$ cat config.mk
export PLATFORM = sky130hd
export DESIGN_NAME = fabric_programmer
export DESIGN_NICKNAME = d
export VERILOG_FILES = /design/src/rtl/fabric_prog_pkg.sv /design/src/rtl/prog_phase_timer.sv /design/src/rtl/fabric_programmer.sv
export SDC_FILE = /design/constraint.sdc
export NUM_CORES = 1
export LEC_CHECK = 0
export BUFFER_PORTS_ARGS = -buffer_cell sky130_fd_sc_hd__buf_2
export CAP_MARGIN = 30
export CORE_MARGIN = 1
export CORE_UTILIZATION = 27
export CTS_CLUSTER_DIAMETER = 80
export DETAILED_ROUTE_END_ITERATION = 8
export HOLD_SLACK_MARGIN = 0.06
export PLACE_DENSITY = 0.52
export SYNTH_ARGS = -nofsm -noshare
export SYNTH_HDL_FRONTEND = slang
export SYNTH_HIERARCHICAL = 1
export SYNTH_SLANG_ARGS = --single-unit
export TNS_END_PERCENT = 5
$ cat constraint.sdc
create_clock -name clk -period 2.5 [get_ports clk]
set_clock_uncertainty 0.2 [all_clocks]
set_input_delay 0.25 -clock clk [delete_from_list [all_inputs] [get_ports clk]]
set_output_delay 0.25 -clock clk [all_outputs]
set_load 0.05 [all_outputs]
$ cat src/rtl/fabric_prog_pkg.sv
`default_nettype none
// =============================================================================
//  Module      : fabric_prog_pkg
//  Description : Shared states, byte width and counter sizing helpers.
//  Revision    : 1.0
// =============================================================================
package fabric_prog_pkg;

    localparam int c_BYTE_W = 8;

    typedef enum logic [2:0] {
        ST_IDLE  = 3'd0,
        ST_LOAD  = 3'd1,
        ST_SETUP = 3'd2,
        ST_HIGH  = 3'd3,
        ST_DONE  = 3'd4
    } state_t;

    // Width of a down-counter holding 0 .. n-1.
    function automatic int cnt_w(input int n);
        return (n > 1) ? $clog2(n) : 1;
    endfunction

    // Bit counter holds 0 .. n; low three bits double as the in-byte index.
    function automatic int bit_cnt_w(input int n);
        int w;
        w = $clog2(n + 1);
        return (w < 3) ? 3 : w;
    endfunction

endpackage
`default_nettype wire

$ cat src/rtl/prog_phase_timer.sv
`default_nettype none
// =============================================================================
//  Module      : prog_phase_timer
//  Description : CLK_DIV-cycle phase down-counter with last-cycle strobe.
//  Revision    : 1.0
// =============================================================================
module prog_phase_timer
    import fabric_prog_pkg::*;
#(
    parameter int CLK_DIV = 2
) (
    input  logic clk,
    input  logic rst,
    input  logic i_restart,
    output logic o_phase_last
);

    localparam int              c_CW     = cnt_w(CLK_DIV);
    localparam logic [c_CW-1:0] c_RELOAD = c_CW'(CLK_DIV - 1);

    logic [c_CW-1:0] r_cnt;

    always_ff @(posedge clk or posedge rst) begin
        if (rst) begin
            r_cnt <= '0;
        end else if (i_restart) begin
            r_cnt <= c_RELOAD;
        end else if (r_cnt != '0) begin
            r_cnt <= r_cnt - 1'b1;
        end
    end

    assign o_phase_last = (r_cnt == '0);

endmodule
`default_nettype wire

$ cat src/rtl/fabric_programmer.sv
`default_nettype none
// =============================================================================
//  Module      : fabric_programmer
//  Description : Serializes config bytes onto the fabric chain, returns readback.
//  Revision    : 1.0
// =============================================================================
module fabric_programmer
    import fabric_prog_pkg::*;
#(
    parameter int CHAIN_LEN = 240,
    parameter int CLK_DIV   = 2
) (
    input  logic       clk,
    input  logic       rst,
    input  logic       i_start,
    input  logic [7:0] i_cfg_data,
    input  logic       i_cfg_valid,
    output logic       o_cfg_ready,
    output logic [7:0] o_rd_data,
    output logic       o_rd_valid,
    output logic       o_busy,
    output logic       o_done,
    output logic       o_prog_clk,
    output logic       o_prog_en,
    output logic       o_prog_in,
    input  logic       i_prog_out
);

    localparam int             c_BW      = bit_cnt_w(CHAIN_LEN);
    localparam logic [c_BW-1:0] c_LAST   = c_BW'(CHAIN_LEN);
    localparam bit             c_PARTIAL = (CHAIN_LEN % c_BYTE_W) != 0;
    localparam int             c_PAD     = (c_BYTE_W - (CHAIN_LEN % c_BYTE_W)) % c_BYTE_W;

    state_t            r_state;
    state_t            w_next;
    logic [6:0]        r_shreg;
    logic [7:0]        r_rd_sh;
    logic [c_BW-1:0]   r_bit_cnt;
    logic [c_BW-1:0]   w_bit_inc;
    logic              w_phase_last;
    logic              w_restart;
    logic              w_hs;

    logic       r_cfg_ready, r_rd_valid, r_busy, r_done;
    logic       r_prog_clk, r_prog_en, r_prog_in;
    logic [7:0] r_rd_data;

    assign w_bit_inc = r_bit_cnt + 1'b1;
    assign w_hs      = r_cfg_ready && i_cfg_valid;
    assign w_restart = (w_next != r_state);

    prog_phase_timer #(
        .CLK_DIV (CLK_DIV)
    ) u_timer (
        .clk          (clk),
        .rst          (rst),
        .i_restart    (w_restart),
        .o_phase_last (w_phase_last)
    );

    always_comb begin
        w_next = r_state;
        unique case (r_state)
            ST_IDLE:  if (i_start) w_next = ST_LOAD;
            ST_LOAD:  if (i_cfg_valid) w_next = ST_SETUP;
            ST_SETUP: if (w_phase_last) w_next = ST_HIGH;
            ST_HIGH: begin
                if (w_phase_last) begin
                    if (w_bit_inc == c_LAST)        w_next = ST_DONE;
                    else if (w_bit_inc[2:0] == 3'd0) w_next = ST_LOAD;
                    else                             w_next = ST_SETUP;
                end
            end
            ST_DONE:  w_next = ST_IDLE;
            default:  w_next = ST_IDLE;
        endcase
    end

    // Outputs are registered from the next state so they line up with r_state.
    always_ff @(posedge clk or posedge rst) begin
        if (rst) begin
            r_state     <= ST_IDLE;
            r_shreg     <= '0;
            r_rd_sh     <= '0;
            r_bit_cnt   <= '0;
            r_cfg_ready <= 1'b0;
            r_rd_valid  <= 1'b0;
            r_rd_data   <= '0;
            r_busy      <= 1'b0;
            r_done      <= 1'b0;
            r_prog_clk  <= 1'b0;
            r_prog_en   <= 1'b0;
            r_prog_in   <= 1'b0;
        end else begin
            r_state     <= w_next;
            r_cfg_ready <= (w_next == ST_LOAD);
            r_prog_en   <= (w_next inside {ST_LOAD, ST_SETUP, ST_HIGH});
            r_prog_clk  <= (w_next == ST_HIGH);
            r_done      <= (w_next == ST_DONE);
            r_busy      <= (w_next != ST_IDLE);
            r_rd_valid  <= 1'b0;

            if (r_state == ST_IDLE && i_start) begin
                r_bit_cnt <= '0;
            end
            if (w_hs) begin
                r_shreg   <= i_cfg_data[6:0];
                r_prog_in <= i_cfg_data[7];
            end
            // Chain tail is sampled just before the rising prog_clk shifts it.
            if (r_state == ST_SETUP && w_phase_last) begin
                r_rd_sh <= {r_rd_sh[6:0], i_prog_out};
                if (r_bit_cnt[2:0] == 3'd7) begin
                    r_rd_data  <= {r_rd_sh[6:0], i_prog_out};
                    r_rd_valid <= 1'b1;
                end
            end
            if (r_state == ST_HIGH && w_phase_last) begin
                r_bit_cnt <= w_bit_inc;
                r_shreg   <= {r_shreg[5:0], 1'b0};
                if (w_next == ST_SETUP) begin
                    r_prog_in <= r_shreg[6];
                end
                if (w_next == ST_DONE) begin
                    r_prog_in <= 1'b0;
                    if (c_PARTIAL) begin
                        r_rd_data  <= r_rd_sh << c_PAD;
                        r_rd_valid <= 1'b1;
                    end
                end
            end
        end
    end

    assign o_cfg_ready = r_cfg_ready;
    assign o_rd_data   = r_rd_data;
    assign o_rd_valid  = r_rd_valid;
    assign o_busy      = r_busy;
    assign o_done      = r_done;
    assign o_prog_clk  = r_prog_clk;
    assign o_prog_en   = r_prog_en;
    assign o_prog_in   = r_prog_in;

endmodule
`default_nettype wire

### Yosys cells after proc, flatten, opt, wreduce, memory -nomap -nowiden

Cells that the tools add are included.

* register bits after elaboration: 41
* bits of input ports: 13
* output and inout port bits: 15
* word-level logic and storage cells: 56

* add/subtract/negate cells: 2
* equal/unequal tests: 10
* muxes and demuxes: 19
* bitwise logic cells: 1
* reduce and logical (&&, ||, !) cells: 11

Operators by type and width (count)
* two-way mux 8 bit: 2
* two-way mux 3 bit: 5
* two-way mux 7 bit: 2
* == test 3 x 2 -> 1 bit (second input constant): 4
* case mux 3 bit (4 select lines): 1
* adder 8 x 1 -> 8 bit (second input constant): 1
* == test 8 bit (second input constant): 1
* two-way mux 1 bit: 8
* == test 3 x 1 -> 1 bit (second input constant): 2
* == test 3 bit (second input constant): 2
* zero test 3 bit: 2
* nonzero test 3 bit: 2
* logical AND 1 bit: 4
* nonzero test 2 bit: 2
* != test 3 bit: 1
* two-way mux 2 bit: 1
* AND reduction 2 bit: 1
* inverter 1 bit: 1
* subtractor 1 bit (second input constant): 1

### Depth between registers and ports, before layout

Gate-level depths: netlist (run 1).

* depth in word-level cells: 10
* depth in mapped cells: 7
* mapped depth without buffers: 7

### Hierarchy

Netlist (run 1), hierarchy kept.

By module, submodules not included
* fabric_programmer: instances 1, cells each 172, area each 1963.1 um^2, seq. area each 1001.0 um^2
* prog_phase_timer: instances 1, cells each 3, area each 32.5 um^2, seq. area each 25.0 um^2

### Worst setup path before layout (run 1)

Ideal clock, no wire load.

* kind: reg-to-reg
* start: register r_bit_cnt[0]
* end: register r_cfg_ready, in the netlist o_cfg_ready
* arrival: 1.557 ns
* data required time: 2.172 ns
* slack: 0.614 ns
* stages on the path, launching flop included: 8
* path buffers: 0
* path through: dfrtp_1 > ha_1 > ha_1 > inv_1 > nand2_1 > o32a_1 > o21ai_2 > a21oi_2

* longest elaborated chain between the ends: 7
* elaborated cells on any way between the ends: 8
* those cells by class: 1 x add/sub; 2 x eq/ne; 4 x mux; 1 x reduce/logical

RTL lines
* from (decl): line fabric_programmer.sv:38 `logic [c_BW-1:0] r_bit_cnt;`
* from (signal assigned): line fabric_programmer.sv:119 `r_bit_cnt <= w_bit_inc;`
* adder 8 x 1 -> 8 bit (*): line fabric_programmer.sv:48 `assign w_bit_inc = r_bit_cnt + 1'b1;`
* zero test 3 bit: line fabric_programmer.sv:70 `else if (w_bit_inc[2:0] == 3'd0) w_next = ST_LOAD;`
* two-way mux 2 bit: line fabric_programmer.sv:70
* two-way mux 3 bit (*): line fabric_programmer.sv:69 `if (w_bit_inc == c_LAST) w_next = ST_DONE;`
* two-way mux 3 bit (*): line fabric_programmer.sv:68 `if (w_phase_last) begin`
* case mux 3 bit (4 select lines) (*): line fabric_programmer.sv:63 `unique case (r_state)`
* via w_next[1]: line fabric_programmer.sv:35 `state_t w_next;`
* == test 3 x 1 -> 1 bit (*): line fabric_programmer.sv:96 `r_cfg_ready <= (w_next == ST_LOAD);`
* to (signal assigned): line fabric_programmer.sv:96
* to (decl): line fabric_programmer.sv:44 `logic r_cfg_ready, r_rd_valid, r_busy, r_done;`

The timed path passes the listed nets; every way through them passes the cells marked *.
A chain may end at the register's enable or synchronous reset.

### Worst setup path after layout (run 1)

Same ends and word-level chain as after synthesis.

==> results of run 1 <==
[registers in the layout, summed over array words and instances (netlist names), 3 cells and up]
register	flops
o_rd_data	8
r_bit_cnt	8
r_rd_sh	7
r_shreg	7
r_state	3
[worst reg2reg max path, stage by stage (launching register included)]
cell     delay (ns)
dfrtp_1        0.43
ha_1           0.24
ha_1           0.30
inv_1          0.21
nand2_1        0.11
o32a_1         0.36
o21ai_2        0.09
a21oi_2        0.04
[layout by cell type, fill, tap and decap left out, drive strengths merged, types with 2 or more instances in the layout]
cell type and n:
a31oi 2, a22o 3, a211oi 2, o21ai 16
mux2i 7, nor2 8, nor3 4, nor2b 3
o31ai 2, a21oi 5, nand2 18, inv 6
dlygate4sd3 5, xnor2 2, ha 2, nand3 8
clkbuf 5, dfrtp 41, o211ai 2, buf 30
mux2 16, xor2 2, o21a 2
[worst paths after layout]
kind | from | endpoint | slack (ns) | cells after the start
max in group asynchronous | rst | o_prog_in$_DFF_PP0_ | 1.29 | 4
min in group asynchronous | rst | u_timer/r_cnt$_DFF_PP0_ | 0.14 | 3
min | i_cfg_data[4] | r_shreg[4]$_DFFE_PP0P_ | 0.07 | 3
min reg2reg | r_shreg[3]$_DFFE_PP0P_ | r_shreg[4]$_DFFE_PP0P_ | 0.29 | 2
max reg2reg | r_bit_cnt[0]$_DFFE_PP0P_ | o_cfg_ready$_DFF_PP0_ | 0.41 | 7
max | r_bit_cnt[0]$_DFFE_PP0P_ | o_cfg_ready$_DFF_PP0_ | 0.41 | 7
[logic make-up (layout without fill, tap and decap cells)]
| logic type | after synthesis | after routing | share of synthesized area [%] |
|---|---|---|---|
| adders and majority gates | 2 | 2 | 1.25 |
| buffers and inverters | 13 | 47 | 3.01 |
| DFF | 41 | 41 | 51.4 |
| xor gates and xnor gates | 4 | 4 | 1.76 |
| AOI/OAI and AO/OA | 40 | 40 | 15.5 |
| muxes | 23 | 23 | 12.5 |
| and+or+nand+nor | 52 | 52 | 14.5 |
[power groups by stage]
stage               Combinational (mW)  Sequential [mW]  Clock [mW]
floorplan                        0.616             1.21           0
CTS                               1.03             1.02       0.414
global route                      1.10             1.05       0.440
finish                            1.01             1.02       0.391
detailed placement                1.02             1.03           0
global placement                  1.01             1.03           0
[stage by stage]
stage | hold slack (ns) | cell area [sq um]
after floorplan | -0.221 | 2000
after global placement | -0.105 | 2240
after detailed placement | -0.105 | 2240
after CTS | 0.0636 | 2360
after global routing | 0.0747 | 2360
final | 0.0674 | 2360
[what timing repair did]
action	in CTS	in global routing
hold buffers	5	0
hold endpoints to repair	45	0
setup buffers	0	0
resized for setup	0	0
[area by class of cell]
cell class                 count  area [sq um]  share of cell area, %
clock buffer                   5          68.8                   2.92
clock inverter                 1          5.00                  0.212
inverter                       6          22.5                  0.954
multi-input combinational    121           910                   38.5
sequential                    41          1030                   43.5
tap                           96           120                   5.09
timing repair buffer          35           208                   8.80
[per-layer routing]
metal / GRT usage, % / up-vias / part of all wire [%]
met2: 14.9 / 24 / 43
met3: 2.54 / 4 / 2.9
met4: 3.13 / 0 / 1.1
li1: - / 701 / -
met1: 16.0 / 664 / 53
met5: 0 / - / 0
==> results.py, run 1 <==
metrics = {
    "setup_path": {
        "crit_path_start_kind": "flip-flop",
        "cp_max_fo": 6,
        "end_kind": "flip-flop",
        "slowest_delay_ns": 0.43,
        "path_cells": "ha_1 > ha_1 > inv_1 > nand2_1 > o32a_1 > o21ai_2 > a21oi_2",
        "path_common_cell": "ha_1",
        "path_delay_family": "adder cells",
        "slowest_stage": "dfrtp_1",
        "worstPathArrival_ns": 2.05,
        "worst_ep_required_time_ns": 2.46,
        "crit_type": "flip-flop to flip-flop",
        "crit_buf_inv": 1,
    },
    "layout": {
        "drive_above_1_share_pct": 31.1,
        "syn_to_final_growth_pct": 18.2,
        "layout.nets": 225,
        "n_fill_cell": 712,
        "post-route-util_pct": 33.8,
        "fin_cells": 305,
        "diodes": 0,
    },
    "synth": {
        "synth_nets": 190,
        "yosys.area.top_type_share_pct": 51.4,
        "netlist_top_cells_area": "dfrtp_1 51%, mux2_2 8.5%, o21ai_0 3.8%, mux2i_1 3.5%, nand2_1 3.2%",
        "synth_edf_count": 0,
        "syn_inst": 175,
        "ys_ff_latch": 41,
        "yosysTopAreaCell": "dfrtp_1",
        "avgSynthCellArea_sq_um": 11.4,
        "synth.most_common_cell": "dfrtp_1",
        "synth-seq-area-share_pct": 51.4,
        "ys_types": 47,
        "ys_warn_count": 6,
        "synth_area_sq_um": 2000,
        "ys.flop_type": "dfrtp_1",
        "async_flop_share_pct": 100,
        "synthTopCellsByCount": "41 x dfrtp_1, 17 x nand2_1, 15 x mux2_2, 15 x o21ai_0, 8 x nand3_1",
    },
    "sta": {
        "setup_tns_ns": 0,
        "grt_setup_unrepaired": "false",
        "hold_viol": 0,
        "period_needed_ns": 2.09,
        "max_slew.worst_pin.slew_ns": 0.523,
        "fin_crit_sh_pct": 83.5,
        "setup_violations": 0,
        "worst_slack_ns": 0.412,
        "slew_violations": 0,
        "clock.fmax_ghz": 0.479,
        "slew_headroom_pct": 65.2,
    },
    "place": {
        "gp_congestion": 0.735,
        "dpl_worst_slack_ns": 0.443,
        "dp_hpwl_um": 2680,
        "portBuffers": 27,
        "place_inst": 294,
    },
    "route": {
        "firstDrtPassIters": 4,
        "route.antenna.remaining_nets": 0,
        "vias": 1393,
        "routed_wirelength_um": 3850,
        "drt-initial-drc-count": 59,
        "routed_via_density": 4.57,
        "drc": 0,
        "wl_per_cell_um": 12.6,
    },
    "global_routing": {
        "grt_antenna_before_repair": 0,
        "grt_overflow": 0,
        "grt_first_pass_wirelength_um": 6310,
        "grt_usage_pct": 10.6,
        "grt_pass1_vias": 1273,
        "grt_max_degree": 41,
    },
    "pwr": {
        "p_sw_share_pct": 40.6,
        "powerDensity_nw_per_um2": 1030,
        "power_frac_seq_pct": 42.1,
        "leakage_nw": 1.09,
        "p_int_mw": 1.44,
        "p_comb_share_pct": 41.8,
        "p_clk_share_pct": 16.1,
        "finalPower_mw": 2.42,
        "power.switching_uw": 983,
        "irDropWorstVdd_v": 0.000293,
    },
    "min_path": {
        "hold_class": "input port to flip-flop",
    },
    "clocking": {
        "cts-htree-levels": 2,
        "cts-root-buf": "clkbuf_8",
        "insertion_delay_ns": 0.28,
        "cts_buffers": 5,
        "cts.sinks": 41,
        "clockBufferDepth": 2,
        "clkSlewWorstSetupHoldPaths_ns": 0.07,
        "cts_tree": "built",
    },
    "status": {
        "status": "finished clean",
    },
    "floorplanning": {
        "row_count": 30,
        "die_y_um": 88.0,
        "top_level_ports": 28,
        "initial_utilization_pct": 28.6,
        "core-area_sq_um": 6980,
        "dieArea_sq_um": 7740,
        "die_x_um": 88.0,
    },
    "job": {
        "maxCapViolCount": 0,
    },
}
Power figures use the tool's default switching activity.
==> inputs of run 2 (changes only) <==
--- a/config.mk
+++ b/config.mk
@@ -12,7 +12,7 @@
 export CTS_CLUSTER_DIAMETER = 80
 export DETAILED_ROUTE_END_ITERATION = 8
 export HOLD_SLACK_MARGIN = 0.06
-export PLACE_DENSITY = 0.52
+export PLACE_DENSITY = 0.53
 export SYNTH_ARGS = -nofsm -noshare
 export SYNTH_HDL_FRONTEND = slang
 export SYNTH_HIERARCHICAL = 1
==> constraint.sdc (replaced) <==
create_clock -name clk -period 1.9 [get_ports clk]
set_clock_uncertainty 0.2 [all_clocks]
set_input_delay 0.19 -clock clk [delete_from_list [all_inputs] [get_ports clk]]
set_output_delay 0.19 -clock clk [all_outputs]
set_load 0.05 [all_outputs]
==> results.py, run 2 (synthesized netlist as in run 1, its figures left out) <==
metrics = {
    "floorplanning": {
        "row_count": 30,
        "dieArea_sq_um": 7740,
        "core-area_sq_um": 6980,
        "die_x_um": 88.0,
        "die_y_um": 88.0,
        "top_level_ports": 28,
        "initial_utilization_pct": 28.6,
    },
    "sta": {
        "slew_violations": 0,
        "fin_crit_sh_pct": 96.9,
        "hold_viol": 0,
        "max_slew.worst_pin.slew_ns": 0.509,
        "period_needed_ns": 1.84,
        "clock.fmax_ghz": 0.543,
        "setup_tns_ns": 0,
        "setup_violations": 0,
        "grt_setup_unrepaired": "true",
        "slew_headroom_pct": 66.1,
    },
    "setup_path": {
        "crit_end": "o_busy$_DFF_PP0_",
        "rr_endpoint": "o_busy$_DFF_PP0_",
        "crit_type": "flip-flop to flip-flop",
        "cp_max_fo": 5,
        "worstRegToRegCells": 7,
        "cp-startpoint": "r_bit_cnt[0]$_DFFE_PP0P_",
        "reg2reg_slack_ns": 0.06,
        "end_kind": "flip-flop",
        "worstPathArrival_ns": 1.80,
        "rr_startpoint": "r_bit_cnt[0]$_DFFE_PP0P_",
        "worst_ep_required_time_ns": 1.86,
        "crit_path_start_kind": "flip-flop",
    },
    "global_routing": {
        "grt_overflow": 0,
        "grt-busiest-layer": "met2",
        "grt_antenna_before_repair": 0,
        "gr-usage-met2_pct": 17.4,
        "grt_util_met3_pct": 2.45,
        "grt_usage_pct": 11.7,
        "grt_first_pass_wirelength_um": 6840,
        "met1_usage_pct": 16.2,
        "grt_max_degree": 41,
        "grt_pass1_vias": 1416,
    },
    "route": {
        "routed_via_density": 4.55,
        "drc": 0,
        "firstDrtPassIters": 4,
        "drt-initial-drc-count": 51,
        "wl_per_cell_um": 12.6,
        "vias": 1484,
        "routed_wirelength_um": 4120,
        "route.antenna.remaining_nets": 0,
    },
    "place": {
        "portBuffers": 27,
        "dp_hpwl_um": 2820,
        "gp_congestion": 0.743,
        "postPlaceCellArea_sq_um": 2320,
        "place_inst": 305,
    },
    "pwr": {
        "leakage_nw": 1.21,
        "power_frac_seq_pct": 35.7,
        "power.switching_mw": 1.40,
        "finalPower_mw": 3.71,
        "p_sw_share_pct": 37.7,
        "irDropWorstVdd_v": 0.000339,
        "p_comb_share_pct": 41.8,
        "powerDensity_nw_per_um2": 1400,
        "p_int_mw": 2.31,
        "p_clk_share_pct": 22.4,
    },
    "clocking": {
        "clkSlewWorstSetupHoldPaths_ns": 0.08,
        "clockBufferDepth": 2,
        "insertion_delay_ns": 0.29,
        "cts-htree-levels": 2,
        "cts_buffers": 5,
        "cts_tree": "built",
        "cts.sinks": 41,
        "cts-root-buf": "clkbuf_8",
    },
    "layout": {
        "final_cell_mix": "39 x dfrtp_1, 27 x buf_2, 17 x nand2_1",
        "syn_to_final_growth_pct": 32.4,
        "diodes": 0,
        "final_cell_area_sq_um": 2640,
        "drive_above_1_share_pct": 37.8,
        "fin_cells": 326,
        "layout.nets": 244,
        "final_common_cell": "dfrtp_1",
    },
    "status": {
        "status": "finished clean",
    },
    "min_path": {
        "hold_class": "input port to asynchronous set/reset pin",
    },
    "job": {
        "maxCapViolCount": 0,
    },
}
==> run 2: worst min-delay path by stage <==
stage | endpoint | slack, ns | depth (start not counted)
after detailed placement | u_timer/r_cnt$_DFF_PP0_ | -0.16 | 2
after global routing | u_timer/r_cnt$_DFF_PP0_ | 0.11 | 3
after CTS | u_timer/r_cnt$_DFF_PP0_ | 0.07 | 3
final | u_timer/r_cnt$_DFF_PP0_ | 0.07 | 3
after floorplan | u_timer/r_cnt$_DFF_PP0_ | -0.28 | 1
after global placement | u_timer/r_cnt$_DFF_PP0_ | -0.16 | 2
==> run 2: layout make-up <==
cell class                 instances  area (sq um)
fill                             706          4340
sequential                        41          1030
multi-input combinational        121           963
timing repair buffer              54           373
tap                               96           120
clock buffer                       5          68.8
clock inverter                     3          65.1
inverter                           6          22.5
==> run 2: power groups by stage <==
stage | registers, mW | logic (mW) | clock network, mW
after floorplan | 1.60 | 0.810 | 0
after global placement | 1.31 | 1.48 | 0
after detailed placement | 1.32 | 1.49 | 0
after CTS | 1.30 | 1.52 | 0.855
after global routing | 1.37 | 1.71 | 0.889
final | 1.33 | 1.55 | 0.832
==> run 2: routing by layer <==
layer	part of all wire, %	up-vias
li1	-	738
met1	51	715
met3	3.2	4
met5	0	-
met4	1.8	0
met2	44	27
==> run 2: per-stage QoR <==
stage | worst slack, ns | util [%] | hold slack [ns]
2_1_floorplan | 0.0142 | - | -0.281
3_3_place_gp | 0.00466 | 33.2 | -0.165
3_5_place_dp | -0.0421 | 33.2 | -0.163
4_1_cts | 0.000463 | 36.9 | 0.0693
5_1_grt | -0.0165 | 37.8 | 0.105
6_report | 0.0584 | 37.8 | 0.0749
==> run 2: timing repair <==
item / CTS / global route
endpoints found under the setup margin: 3 / 6
pin swaps: 3 / 11
hold buffers: 11 / 0
gates cloned: 0 / 0
endpoints found under the hold margin: 51 / 0
resized for setup: 3 / 9
buffers inserted: 0 / 2
==> run 2: critical path, cell delays in order (launching register included) <==
cell and delay, ns:
dfrtp_1 0.41, ha_4 0.17, buf_6 0.10, nand3_4 0.09, o21a_4 0.23, o2111ai_4 0.25, nor3_2 0.07, nand4b_1 0.19
==> inputs of run 3 (changes only) <==
--- a/config.mk
+++ b/config.mk
@@ -5,7 +5,7 @@
 export SDC_FILE = /design/constraint.sdc
 export NUM_CORES = 1
 export LEC_CHECK = 0
-export BUFFER_PORTS_ARGS = -buffer_cell sky130_fd_sc_hd__buf_2
+export BUFFER_PORTS_ARGS = -buffer_cell sky130_fd_sc_hd__buf_4
 export CAP_MARGIN = 30
 export CORE_MARGIN = 1
 export CORE_UTILIZATION = 27
==> results.py, run 3 (synthesized netlist as in run 1, its figures left out) <==
metrics = {
    "clocking": {
        "cts_tree": "built",
        "cts_buffers": 5,
        "cts.sinks": 41,
        "cts-root-buf": "clkbuf_8",
        "clockBufferDepth": 2,
        "insertion_delay_ns": 0.29,
        "cts-htree-levels": 2,
        "clkSlewWorstSetupHoldPaths_ns": 0.08,
    },
    "layout": {
        "fin_cells": 325,
        "final_cell_area_sq_um": 2650,
        "diodes": 0,
        "drive_above_1_share_pct": 38.9,
        "n_fill_cell": 724,
        "multi_input_area_sq_um": 953,
        "syn_to_final_growth_pct": 32.9,
        "post-route-util_pct": 38.0,
        "layout.nets": 243,
        "final_cell_mix": "41 x buf_4, 38 x dfrtp_1, 17 x nand2_1",
        "final_common_cell": "buf_4",
        "seqCellArea_sq_um": 1030,
    },
    "setup_path": {
        "cp_max_fo": 5,
        "worst_ep_required_time_ns": 1.93,
        "slowest_delay_ns": 0.36,
        "crit_path_start_kind": "flip-flop",
        "rr_startpoint": "r_bit_cnt[1]$_DFFE_PP0P_",
        "crit_end": "o_busy$_DFF_PP0_",
        "worstPathArrival_ns": 1.84,
        "end_kind": "flip-flop",
        "crit_type": "flip-flop to flip-flop",
        "path_cells": "ha_2 > buf_6 > nand3_4 > o21a_4 > o2111ai_4 > o211ai_1 > nand4b_1",
        "slowest_stage": "dfrtp_1",
        "worstRegToRegCells": 7,
        "cp-startpoint": "r_bit_cnt[1]$_DFFE_PP0P_",
        "rr_endpoint": "o_busy$_DFF_PP0_",
        "reg2reg_slack_ns": 0.09,
    },
    "sta": {
        "setup_violations": 0,
        "hold_viol": 0,
        "slew_headroom_pct": 66.2,
        "period_needed_ns": 1.81,
        "timing.hold.ws_ns": 0.0703,
        "max_slew.worst_pin.slew_ns": 0.506,
        "fin_crit_sh_pct": 95.3,
        "grt_setup_unrepaired": "true",
        "slew_violations": 0,
        "clock.fmax_ghz": 0.552,
    },
    "global_routing": {
        "grt_max_degree": 41,
        "grt_overflow": 0,
        "grt_antenna_before_repair": 0,
        "grt_usage_pct": 11.8,
        "met1_usage_pct": 16.7,
        "gr-usage-met2_pct": 18.2,
        "grt_util_met3_pct": 2.45,
        "grt_pass1_vias": 1424,
        "grt-busiest-layer": "met2",
        "grt_first_pass_wirelength_um": 7040,
    },
    "route": {
        "routed_via_density": 4.64,
        "drc": 0,
        "vias": 1508,
        "drt-initial-drc-count": 58,
        "routed_wirelength_um": 4310,
        "wl_per_cell_um": 13.3,
        "route.antenna.remaining_nets": 0,
        "firstDrtPassIters": 4,
    },
    "pwr": {
        "powerDensity_nw_per_um2": 1320,
        "leakage_nw": 1.20,
        "irDropWorstVdd_v": 0.000346,
    },
    "min_path": {
        "hold_class": "input port to flip-flop",
    },
    "floorplanning": {
        "dieArea_sq_um": 7740,
        "top_level_ports": 28,
        "die_y_um": 88.0,
        "row_count": 30,
        "core-area_sq_um": 6980,
        "initial_utilization_pct": 28.6,
        "die_x_um": 88.0,
    },
    "place": {
        "dp_hpwl_um": 2870,
        "place_inst": 305,
        "postPlaceCellArea_sq_um": 2400,
        "portBuffers": 27,
        "gp_congestion": 0.778,
    },
    "job": {
        "maxCapViolCount": 0,
    },
    "status": {
        "status": "finished clean",
    },
}
==> run 3: changes by cell type in the layout (fill, tap and decap cells not counted), moves of 2 or more <==
cell	change
buf_4	+27
bufinv_16	-2
ha_2	+2
ha_4	-2
buf_2	-27
==> run 3: critical path, delay by kind of cell, from the launching register on <==
family	cells	cell delay [ns]
compound gates	3	0.67
fa+ha+maj	1	0.20
buf+inv	1	0.11
flops	1	0.36
simple gates	2	0.22
==> run 3: how the worst min path moves through the flow <==
stage,start,endpoint,depth (start not counted),slack [ns]
final,i_cfg_data[7],o_prog_in$_DFF_PP0_,3,0.07
after global routing,i_cfg_data[7],o_prog_in$_DFF_PP0_,3,0.08
after CTS,i_cfg_data[7],o_prog_in$_DFF_PP0_,3,0.07
after detailed placement,rst,u_timer/r_cnt$_DFF_PP0_,2,-0.16
after global placement,rst,u_timer/r_cnt$_DFF_PP0_,2,-0.16
after floorplan,rst,u_timer/r_cnt$_DFF_PP0_,1,-0.28
==> run 3: area by class of cell <==
cell class | count | area share, %
clock buffers | 5 | 2.60
clock inverters | 3 | 0.661
inverters | 6 | 0.849
multi-input cells | 121 | 36.0
flip-flops and latches | 41 | 38.8
well taps | 96 | 4.53
repair buffers | 53 | 16.6
==> run 3: stage by stage <==
stage	total power, mW	worst slack [ns]	TNS (ns)
final	3.50	0.0895	0
after floorplan	2.41	0.0142	0
after global placement	2.88	0.0102	0
after CTS	3.51	0.0146	0
after detailed placement	2.90	-0.0592	-0.0956
after global routing	3.74	-0.0118	-0.0132
==> run 3: report_power, final <==
part           leakage, nW  switching, mW  internal, mW
combinational        0.644          0.913         0.703
clock               0.0439          0.310         0.254
sequential           0.510          0.187          1.14
==> run 3: per-layer routing <==
layer	up-vias	part of all wire, %
met1	738	50
met4	0	1.1
li1	732	-
met3	5	3.5
met2	33	45
met5	-	0
==> run 3: timing repair <==
action	4_1_cts	5_1_grt
setup buffers	0	2
setup endpoints to repair	2	23
hold buffers	10	0
endpoints found under the hold margin	50	0
pin swaps	3	7
gates resized for setup	3	11
